$ cat src/rtl/instr_fetch_unit.sv
// Instruction fetch unit: in-order imem prefetch into a small FIFO, with redirect flush.
// Define IFU_PERF_CNT_EN to build the delivered-instruction counter behind perf_fetch_cnt.
module instr_fetch_unit #(
  parameter logic [31:0] RESET_PC        = 32'd0,
  parameter int          FIFO_DEPTH      = 4,
  parameter int          MAX_OUTSTANDING = 2
) (
  input  logic        clk,
  input  logic        reset_n,
  output logic        imem_req,
  output logic [31:0] imem_addr,
  input  logic        imem_gnt,
  input  logic        imem_rvalid,
  input  logic [31:0] imem_rdata,
  output logic        id_valid,
  input  logic        id_ready,
  output logic [31:0] id_instr,
  output logic [31:0] id_pc,
  input  logic        redirect_valid,
  input  logic [31:0] redirect_pc,
  output logic [31:0] perf_fetch_cnt
);
  localparam int PTR_W = (FIFO_DEPTH > 1) ? $clog2(FIFO_DEPTH) : 1;
  localparam int CNT_W = PTR_W + 1;
  localparam logic [CNT_W-1:0] DEPTH_C  = CNT_W'(FIFO_DEPTH);
  localparam logic [CNT_W-1:0] MAX_OS_C = CNT_W'(MAX_OUTSTANDING);

  typedef enum logic {ST_RUN = 1'b0, ST_FLUSH = 1'b1} state_e;

  state_e           state_q, state_d;
  logic [31:0]      pc_q, pc_d;
  logic [31:0]      rsp_pc_q, rsp_pc_d;
  logic [CNT_W-1:0] count_q, count_d;
  logic [CNT_W-1:0] out_q, out_d;
  logic [CNT_W-1:0] discard_q, discard_d;
  logic [PTR_W-1:0] wr_ptr_q, wr_ptr_d;
  logic [PTR_W-1:0] rd_ptr_q, rd_ptr_d;
  logic [31:0]      instr_mem_q [FIFO_DEPTH];
  logic [31:0]      pc_mem_q    [FIFO_DEPTH];

  logic [CNT_W:0]   occupancy;
  logic             grant, push, pop;

  // Requests in flight plus buffered words must fit in the FIFO, so a push can never overflow.
  assign occupancy = {1'b0, out_q} + {1'b0, count_q};
  assign imem_req  = reset_n && (state_q == ST_RUN) && !redirect_valid &&
                     (occupancy < {1'b0, DEPTH_C}) && (out_q < MAX_OS_C);
  assign imem_addr = pc_q;
  assign grant     = imem_req && imem_gnt;
  assign push      = imem_rvalid && (state_q == ST_RUN) && !redirect_valid;
  assign id_valid  = (count_q != '0);
  assign pop       = id_valid && id_ready;
  assign id_instr  = id_valid ? instr_mem_q[rd_ptr_q] : 32'd0;
  assign id_pc     = id_valid ? pc_mem_q[rd_ptr_q]    : 32'd0;

  always_comb begin
    state_d   = state_q;
    pc_d      = pc_q;
    rsp_pc_d  = rsp_pc_q;
    discard_d = discard_q;
    wr_ptr_d  = wr_ptr_q;
    rd_ptr_d  = rd_ptr_q;
    out_d     = out_q + CNT_W'(grant) - CNT_W'(imem_rvalid);
    count_d   = count_q + CNT_W'(push) - CNT_W'(pop);
    if (grant) pc_d = pc_q + 32'd1;
    // Responses come back in order, so the next kept word belongs to rsp_pc_q.
    if (push) begin
      wr_ptr_d = wr_ptr_q + PTR_W'(1);
      rsp_pc_d = rsp_pc_q + 32'd1;
    end
    if (pop) rd_ptr_d = rd_ptr_q + PTR_W'(1);
    if ((state_q == ST_FLUSH) && imem_rvalid) discard_d = discard_q - CNT_W'(1);
    if (redirect_valid) begin
      count_d  = '0;
      wr_ptr_d = '0;
      rd_ptr_d = '0;
      pc_d     = redirect_pc;
      rsp_pc_d = redirect_pc;
      if (state_q == ST_RUN) discard_d = out_d;
      state_d = (discard_d != '0) ? ST_FLUSH : ST_RUN;
    end else if ((state_q == ST_FLUSH) && (discard_d == '0)) begin
      state_d = ST_RUN;
    end
  end

  always_ff @(posedge clk or negedge reset_n) begin
    if (!reset_n) begin
      state_q   <= ST_RUN;
      pc_q      <= RESET_PC;
      rsp_pc_q  <= RESET_PC;
      count_q   <= '0;
      out_q     <= '0;
      discard_q <= '0;
      wr_ptr_q  <= '0;
      rd_ptr_q  <= '0;
    end else begin
      state_q   <= state_d;
      pc_q      <= pc_d;
      rsp_pc_q  <= rsp_pc_d;
      count_q   <= count_d;
      out_q     <= out_d;
      discard_q <= discard_d;
      wr_ptr_q  <= wr_ptr_d;
      rd_ptr_q  <= rd_ptr_d;
    end
  end

  always_ff @(posedge clk) begin
    if (push) begin
      instr_mem_q[wr_ptr_q] <= imem_rdata;
      pc_mem_q[wr_ptr_q]    <= rsp_pc_q;
    end
  end

`ifdef IFU_PERF_CNT_EN
  logic [31:0] perf_q;

  always_ff @(posedge clk or negedge reset_n) begin
    if (!reset_n) perf_q <= 32'd0;
    else if (pop) perf_q <= perf_q + 32'd1;
  end

  assign perf_fetch_cnt = perf_q;
`else
  assign perf_fetch_cnt = 32'd0;
`endif

endmodule

$ cat config.mk
export PLATFORM = sky130hd
export DESIGN_NAME = instr_fetch_unit
export DESIGN_NICKNAME = d
export VERILOG_FILES = /design/src/rtl/instr_fetch_unit.sv
export SDC_FILE = /design/constraint.sdc
export NUM_CORES = 1
export LEC_CHECK = 0
export CORE_MARGIN = 3
export CORE_UTILIZATION = 44
export DETAILED_ROUTE_END_ITERATION = 16
export MAX_ROUTING_LAYER = met4
export PLACE_DENSITY = 0.63
export SYNTH_ARGS = -nofsm -noshare
export SYNTH_HDL_FRONTEND = slang
export SYNTH_SLANG_ARGS = --single-unit
$ cat constraint.sdc
create_clock -name clk -period 3.55 [get_ports clk]
set_input_delay 0.5325 -clock clk [delete_from_list [all_inputs] [get_ports clk]]
set_output_delay 0.5325 -clock clk [all_outputs]
set_load 0.05 [all_outputs]
==> impl_metrics.py, run 1 <==
metrics = {
    "run": {
        "cap_violations": 0,
    },
    "route": {
        "drtAntennaViolNets": 0,
        "wl_um": 31400,
        "vias": 8366,
        "vias_per_cell": 5.35,
        "drtPass1Iterations": 5,
        "route.detailed.wl_per_inst_um": 20.1,
        "drt_iter0_markers": 483,
        "drcViolationCount": 0,
    },
    "clocking": {
        "cts_made_buffers": 35,
        "insertion_delay_ps": 510,
        "clkSinkCount": 334,
        "cts_root_buf": "clkbuf_16",
        "htreeDepth": 2,
        "cts_tree": "yes",
        "hold_buffers": 0,
        "path_clk_slew_ps": 60,
        "cts_buffer_depth": 3,
    },
    "critical_path": {
        "r2r-start": "count_q[2]$_DFF_PN0_",
        "regToRegSetupSlack_ps": 540,
        "endpoint_kind": "output port",
        "required_ps": 3020,
        "max_stage_delay_ps": 710,
        "startpoint_type": "flip-flop",
        "crit_path_top_delay_cell": "dfrtp_2",
        "crit_fanout": 17,
        "startpoint": "rd_ptr_q[1]$_DFFE_PN0P_",
        "crit_chain": "buf_4 > mux4_2 > and2_1 > clkdlybuf4s50_1",
        "crit_arrival_ps": 2780,
        "path_class": "flip-flop to output port",
    },
    "global_routing": {
        "grt_max_degree": 55,
        "busiest_layer": "met2",
        "use_met2": 0.274,
        "antenna_found_initial": 1,
        "globalRouteMet3Util": 0.0337,
        "gr-usage-met1": 0.267,
        "overflow": 0,
        "grt.total_usage": 0.184,
        "grt_pass1_wl_um": 49100,
        "grt_pass1_vias": 8495,
    },
    "power": {
        "p_leak_nw": 6.09,
        "power.total_mw": 12.5,
        "peakVddDrop_v": 0.000406,
        "power.density_nw_per_um2": 703,
    },
    "layout": {
        "fillers": 2559,
        "fin_cells": 1563,
        "finalInstanceArea_um2": 17800,
        "final_layout_size_suffix_gt1_frac": 0.161,
        "multi_input_area_um2": 4460,
        "synthToLayoutAreaGrowth_pct": 23.2,
        "nNetsFinal": 1188,
        "seqCellArea_um2": 9640,
        "finish.utilization": 0.557,
    },
    "outcome": {
        "status": "finished clean",
    },
    "floorplanning": {
        "core.rowCount": 65,
        "fp.dieH_um": 187,
        "die_w_um": 187,
        "initial_core_util": 0.452,
        "core_area_um2": 32000,
        "pin_count": 200,
        "die_area_um2": 35000,
    },
    "sta": {
        "tns_ps": 0,
        "worst_slew_pin_slew_ps": 722,
        "rsz0062_at_grt": "false",
        "timing.hold.ws_ps": 55.8,
        "min_period_over_period": 0.933,
        "setup_viol": 0,
        "fin_skew_ps": 17.7,
        "hold_viol": 0,
        "drv_slew": 0,
        "maxSlewHeadroom": 0.518,
        "worst_slack_ps": 236,
        "max_freq_mhz": 302,
        "period_needed_ps": 3310,
    },
    "synthesis": {
        "synthDistinctLibCells": 58,
        "syn_inst": 907,
        "syn_avg_cell_area_um2": 15.9,
        "ys.flop_type": "edfxtp_1",
        "yosysTopAreaCellShare": 0.532,
        "async_flop_share": 0.234,
        "synth_edf_count": 256,
        "synth_area_leader_cell": "edfxtp_1",
        "synth_area_leaders": "edfxtp_1 53%, dfrtp_1 14%, mux4_2 10%, and2_1 2.9%, buf_4 1.7%",
        "ys_seq_area_frac": 0.668,
        "synth_warnings": 0,
        "ys_seq_elements": 334,
        "mappedNetlistArea_um2": 14400,
    },
    "placed_design": {
        "pre_cts_ws_ps": 456,
        "dp.cells": 1495,
        "port_buffers": 167,
        "placed_area_um2": 16700,
        "hpwl_um": 20400,
        "gp_congestion": 0.856,
    },
    "hold_path": {
        "hold_class": "input pin to asynchronous set/reset pin",
    },
}
==> Yosys cell counts, types with 5 or more instances <==
cell      instances
mux4_2           64
nor2_1           34
buf_4            32
nand2_1          43
edfxtp_1        256
buf_2            16
o21ai_1           8
clkbuf_1         19
xor2_1           27
and2_1           67
a31oi_1           9
nand3_1          32
o311ai_0          7
a21boi_1          6
nand4_1          26
and4_1            5
mux2_2           13
o211ai_1          6
and3_1           12
dfrtp_1          78
o21ai_0          27
ha_1             14
a21oi_1          10
nand2b_1          6
inv_1            16
xnor2_1          23
==> sequential cells by signal, indices dropped and copies added (netlist names), 2 cells and up <==
signal,count
rd_ptr_q,2
discard_q,3
rsp_pc_q,32
pc_mem_q,128
out_q,3
instr_mem_q,128
wr_ptr_q,2
count_q,3
imem_addr,32
==> final cells by class <==
| type | instances | share of cell area |
|---|---|---|
| well taps | 435 | 0.0306 |
| multi-input cells | 515 | 0.250 |
| diodes | 1 | 0.000141 |
| clock inverters | 16 | 0.00710 |
| inverters | 18 | 0.00380 |
| flip-flops and latches | 334 | 0.542 |
| repair buffers | 198 | 0.112 |
| clock buffers | 46 | 0.0545 |
==> logic make-up (layout without fill, tap and decap cells) <==
group / after synthesis / after routing / synth area share
mux: 79 / 79 / 0.111
simple gates: 254 / 254 / 0.106
flops: 334 / 334 / 0.668
other cells: 1 / 33 / 0.000260
buf+inv: 89 / 278 / 0.0334
xor+xnor: 50 / 50 / 0.0303
fa+ha+maj: 16 / 16 / 0.0149
compound gates: 84 / 84 / 0.0360
==> cell usage in the layout, fill, tap and decap left out, drive strengths merged, types with 9 or more instances in the layout <==
master,instances
clkinv,12
mux2,13
mux4,64
a31oi,9
ha,14
inv,18
and2,68
xor2,27
conb,32
xnor2,23
and3,12
nand3,36
clkbuf,46
dfrtp,78
nand2,43
buf,33
clkdlybuf4s50,165
nand4,27
nor2,35
o21ai,35
a21oi,10
edfxtp,256
==> worst max-delay path, delay by kind of cell (launching register included) <==
kind | cells | cell delay (ps)
mux | 1 | 330
simple gates | 1 | 180
buf+inv | 2 | 1060
flops | 1 | 710
==> what timing repair did <==
item | CTS | global route
setup buffers | 0 | 5
endpoints found under the setup margin | 0 | 1
resized for setup | 0 | 0
==> layer usage <==
metal / vias to the layer above / share of wire
met5: - / 0
met4: 0 / 0.017
met3: 44 / 0.056
met2: 266 / 0.46
met1: 4255 / 0.46
li1: 3801 / -
==> path summary, 6_finish.rpt <==
path,endpoint,cells after the start
max,id_instr[20],4
min,imem_addr[3]$_DFFE_PN0P_,2
max reg2reg,state_q$_DFFE_PN0P_,12
min reg2reg,pc_mem_q[3][31]$_DFFE_PP_,0
max in group asynchronous,rd_ptr_q[0]$_DFFE_PN0P_,3
min in group clk,pc_mem_q[3][31]$_DFFE_PP_,0
==> where the power goes <==
| part | internal (mW) | leakage (nW) | switching (mW) | total (mW) |
|---|---|---|---|---|
| Clock | 2.07 | 0.532 | 1.43 | 3.49 |
| Sequential | 4.43 | 3.23 | 0.265 | 4.70 |
| Combinational | 1.69 | 2.32 | 2.62 | 4.31 |
| Total | 8.19 | 6.09 | 4.31 | 12.5 |
Power figures use the tool's default switching activity.
==> run 2: changes to the inputs <==
Settings changed: DONT_BUFFER_PORTS from default to 1, PLACE_DENSITY 0.63 to 0.56.
==> impl_metrics.py, run 2 (synthesis results as in run 1) <==
metrics = {
    "outcome": {
        "status": "finished clean",
    },
    "power": {
        "intPower_mw": 7.58,
        "p_leak_nw": 5.52,
        "swShare": 0.357,
        "power.share.clock": 0.311,
        "power.density_nw_per_um2": 725,
        "power.switching_mw": 4.20,
        "seqPwrFrac": 0.406,
        "power_frac_comb": 0.283,
        "peakVddDrop_v": 0.000345,
    },
    "critical_path": {
        "crit_arrival_ps": 2520,
        "rr_worst_depth": 12,
        "endpoint_kind": "output port",
        "required_ps": 3020,
        "r2r-start": "count_q[2]$_DFF_PN0_",
        "startpoint_type": "flip-flop",
        "path_class": "flip-flop to output port",
        "startpoint": "rd_ptr_q[0]$_DFFE_PN0P_",
        "regToRegSetupSlack_ps": 560,
        "r2r-end": "state_q$_DFFE_PN0P_",
        "crit_fanout": 25,
    },
    "placed_design": {
        "hpwl_um": 19800,
        "port_buffers": 0,
        "dp.cells": 1335,
        "placed_area_um2": 15000,
        "gp_congestion": 0.771,
        "pre_cts_ws_ps": 563,
    },
    "sta": {
        "hold_viol": 0,
        "max_freq_mhz": 328,
        "setup_viol": 0,
        "period_needed_ps": 3050,
        "fin_skew_ps": 13.6,
        "drv_slew": 0,
        "worst_slew_pin_slew_ps": 855,
        "worst_slack_ps": 502,
        "maxSlewHeadroom": 0.426,
        "min_period_over_period": 0.859,
        "rsz0062_at_grt": "false",
        "tns_ps": 0,
    },
    "layout": {
        "fin_cells": 1406,
        "finalInstanceArea_um2": 16200,
        "nNetsFinal": 1027,
        "synthToLayoutAreaGrowth_pct": 12.5,
        "top_regs": "instr_mem_q x128, pc_mem_q x128",
        "fillers": 2709,
        "final_layout_size_suffix_gt1_frac": 0.194,
        "layout_commonest_cell": "edfxtp_1",
        "final_cell_mix": "256 x edfxtp_1, 76 x dfrtp_1, 67 x and2_1",
    },
    "route": {
        "drtAntennaViolNets": 0,
        "drtPass1Iterations": 5,
        "route.detailed.wl_per_inst_um": 22.3,
        "vias_per_cell": 5.49,
        "vias": 7712,
        "wl_um": 31400,
        "drcViolationCount": 0,
        "drt_iter0_markers": 487,
    },
    "hold_path": {
        "hold_path_end": "count_q[1]$_DFF_PN0_",
        "hold_class": "input pin to flip-flop",
        "hold_start": "redirect_valid",
        "hold_depth": 1,
    },
    "global_routing": {
        "grt.total_usage": 0.186,
        "grt_max_degree": 79,
        "antenna_found_initial": 3,
        "grt_pass1_vias": 7866,
        "overflow": 0,
        "grt_pass1_wl_um": 48900,
    },
    "clocking": {
        "cts_tree": "yes",
        "cts_buffer_depth": 3,
        "cts_made_buffers": 37,
        "clkSinkCount": 334,
        "cts_root_buf": "clkbuf_16",
        "htreeDepth": 2,
        "path_clk_slew_ps": 60,
        "insertion_delay_ps": 510,
    },
    "floorplanning": {
        "initial_core_util": 0.452,
        "core.rowCount": 65,
        "core_area_um2": 32000,
        "die_area_um2": 35000,
        "fp.dieH_um": 187,
        "pin_count": 200,
        "die_w_um": 187,
    },
    "run": {
        "cap_violations": 0,
    },
}
-- run 2: cell types whose count changed in the layout (fill, tap and decap cells not counted), sizes merged --
cell / delta
clkdlybuf4s50: -165
inv: +1
clkinv: +1
buf: +1
diode: +2
dlygate4sd3: +1
clkinvlp: -1
clkbuf: +3
-- run 2: how the worst max path moves through the flow --
stage	to	slack (ps)	depth (start not counted)
after CTS	id_instr[4]	410	3
final	id_instr[11]	500	3
after floorplan	state_q$_DFFE_PN0P_	510	14
after global placement	state_q$_DFFE_PN0P_	590	12
after detailed placement	state_q$_DFFE_PN0P_	560	12
after global routing	state_q$_DFFE_PN0P_	300	12
-- run 2: metal layers --
layer  share of wire  GRT usage  up-vias  wire (um)
li1                -          -     3494          -
met1            0.43      0.250     3910      13400
met2            0.48      0.288      269      15100
met3           0.078     0.0512       39       2440
met4           0.016     0.0384        0        503
met5               0          -        -          0
-- run 2: repair_timing --
action | CTS | global route
buffers inserted | 0 | 0
endpoints found under the setup margin | 0 | 0
endpoints found under the hold margin | 78 | 0
gates resized for setup | 0 | 0
hold buffers | 2 | 0
-- run 2: power by group through the flow --
stage / Clock, mW / Sequential [mW] / Combinational, mW
after global routing: 3.93 / 4.82 / 3.55
after detailed placement: 0 / 4.87 / 3.38
after floorplan: 0 / 4.78 / 2.93
after CTS: 3.76 / 4.79 / 3.41
final: 3.66 / 4.78 / 3.34
after global placement: 0 / 4.86 / 3.35
-- run 2: layout make-up --
| class | instances | area [um2] | area share |
|---|---|---|---|
| multi-input cells | 515 | 4460 | 0.274 |
| clock buffers | 49 | 1030 | 0.0636 |
| flip-flops and latches | 334 | 9640 | 0.594 |
| clock inverters | 17 | 135 | 0.00832 |
| well taps | 435 | 544 | 0.0335 |
| diodes | 3 | 7.51 | 0.000462 |
| repair buffers | 35 | 360 | 0.0222 |
| inverters | 18 | 67.6 | 0.00416 |
-- run 2: worst max-delay path, stage by stage (launching register included) --
cell and delay, ps:
dfrtp_4 780, buf_4 330, mux4_2 530, and2_1 350
-- run 2: metrics by stage --
step                      utilization  power, mW  hold slack [ps]
after detailed placement        0.470       8.25              240
final                           0.508       11.8              106
after CTS                       0.508       12.0             59.6
after global routing            0.508       12.3             66.3
after global placement          0.470       8.21              239
after floorplan                     -       7.71              237
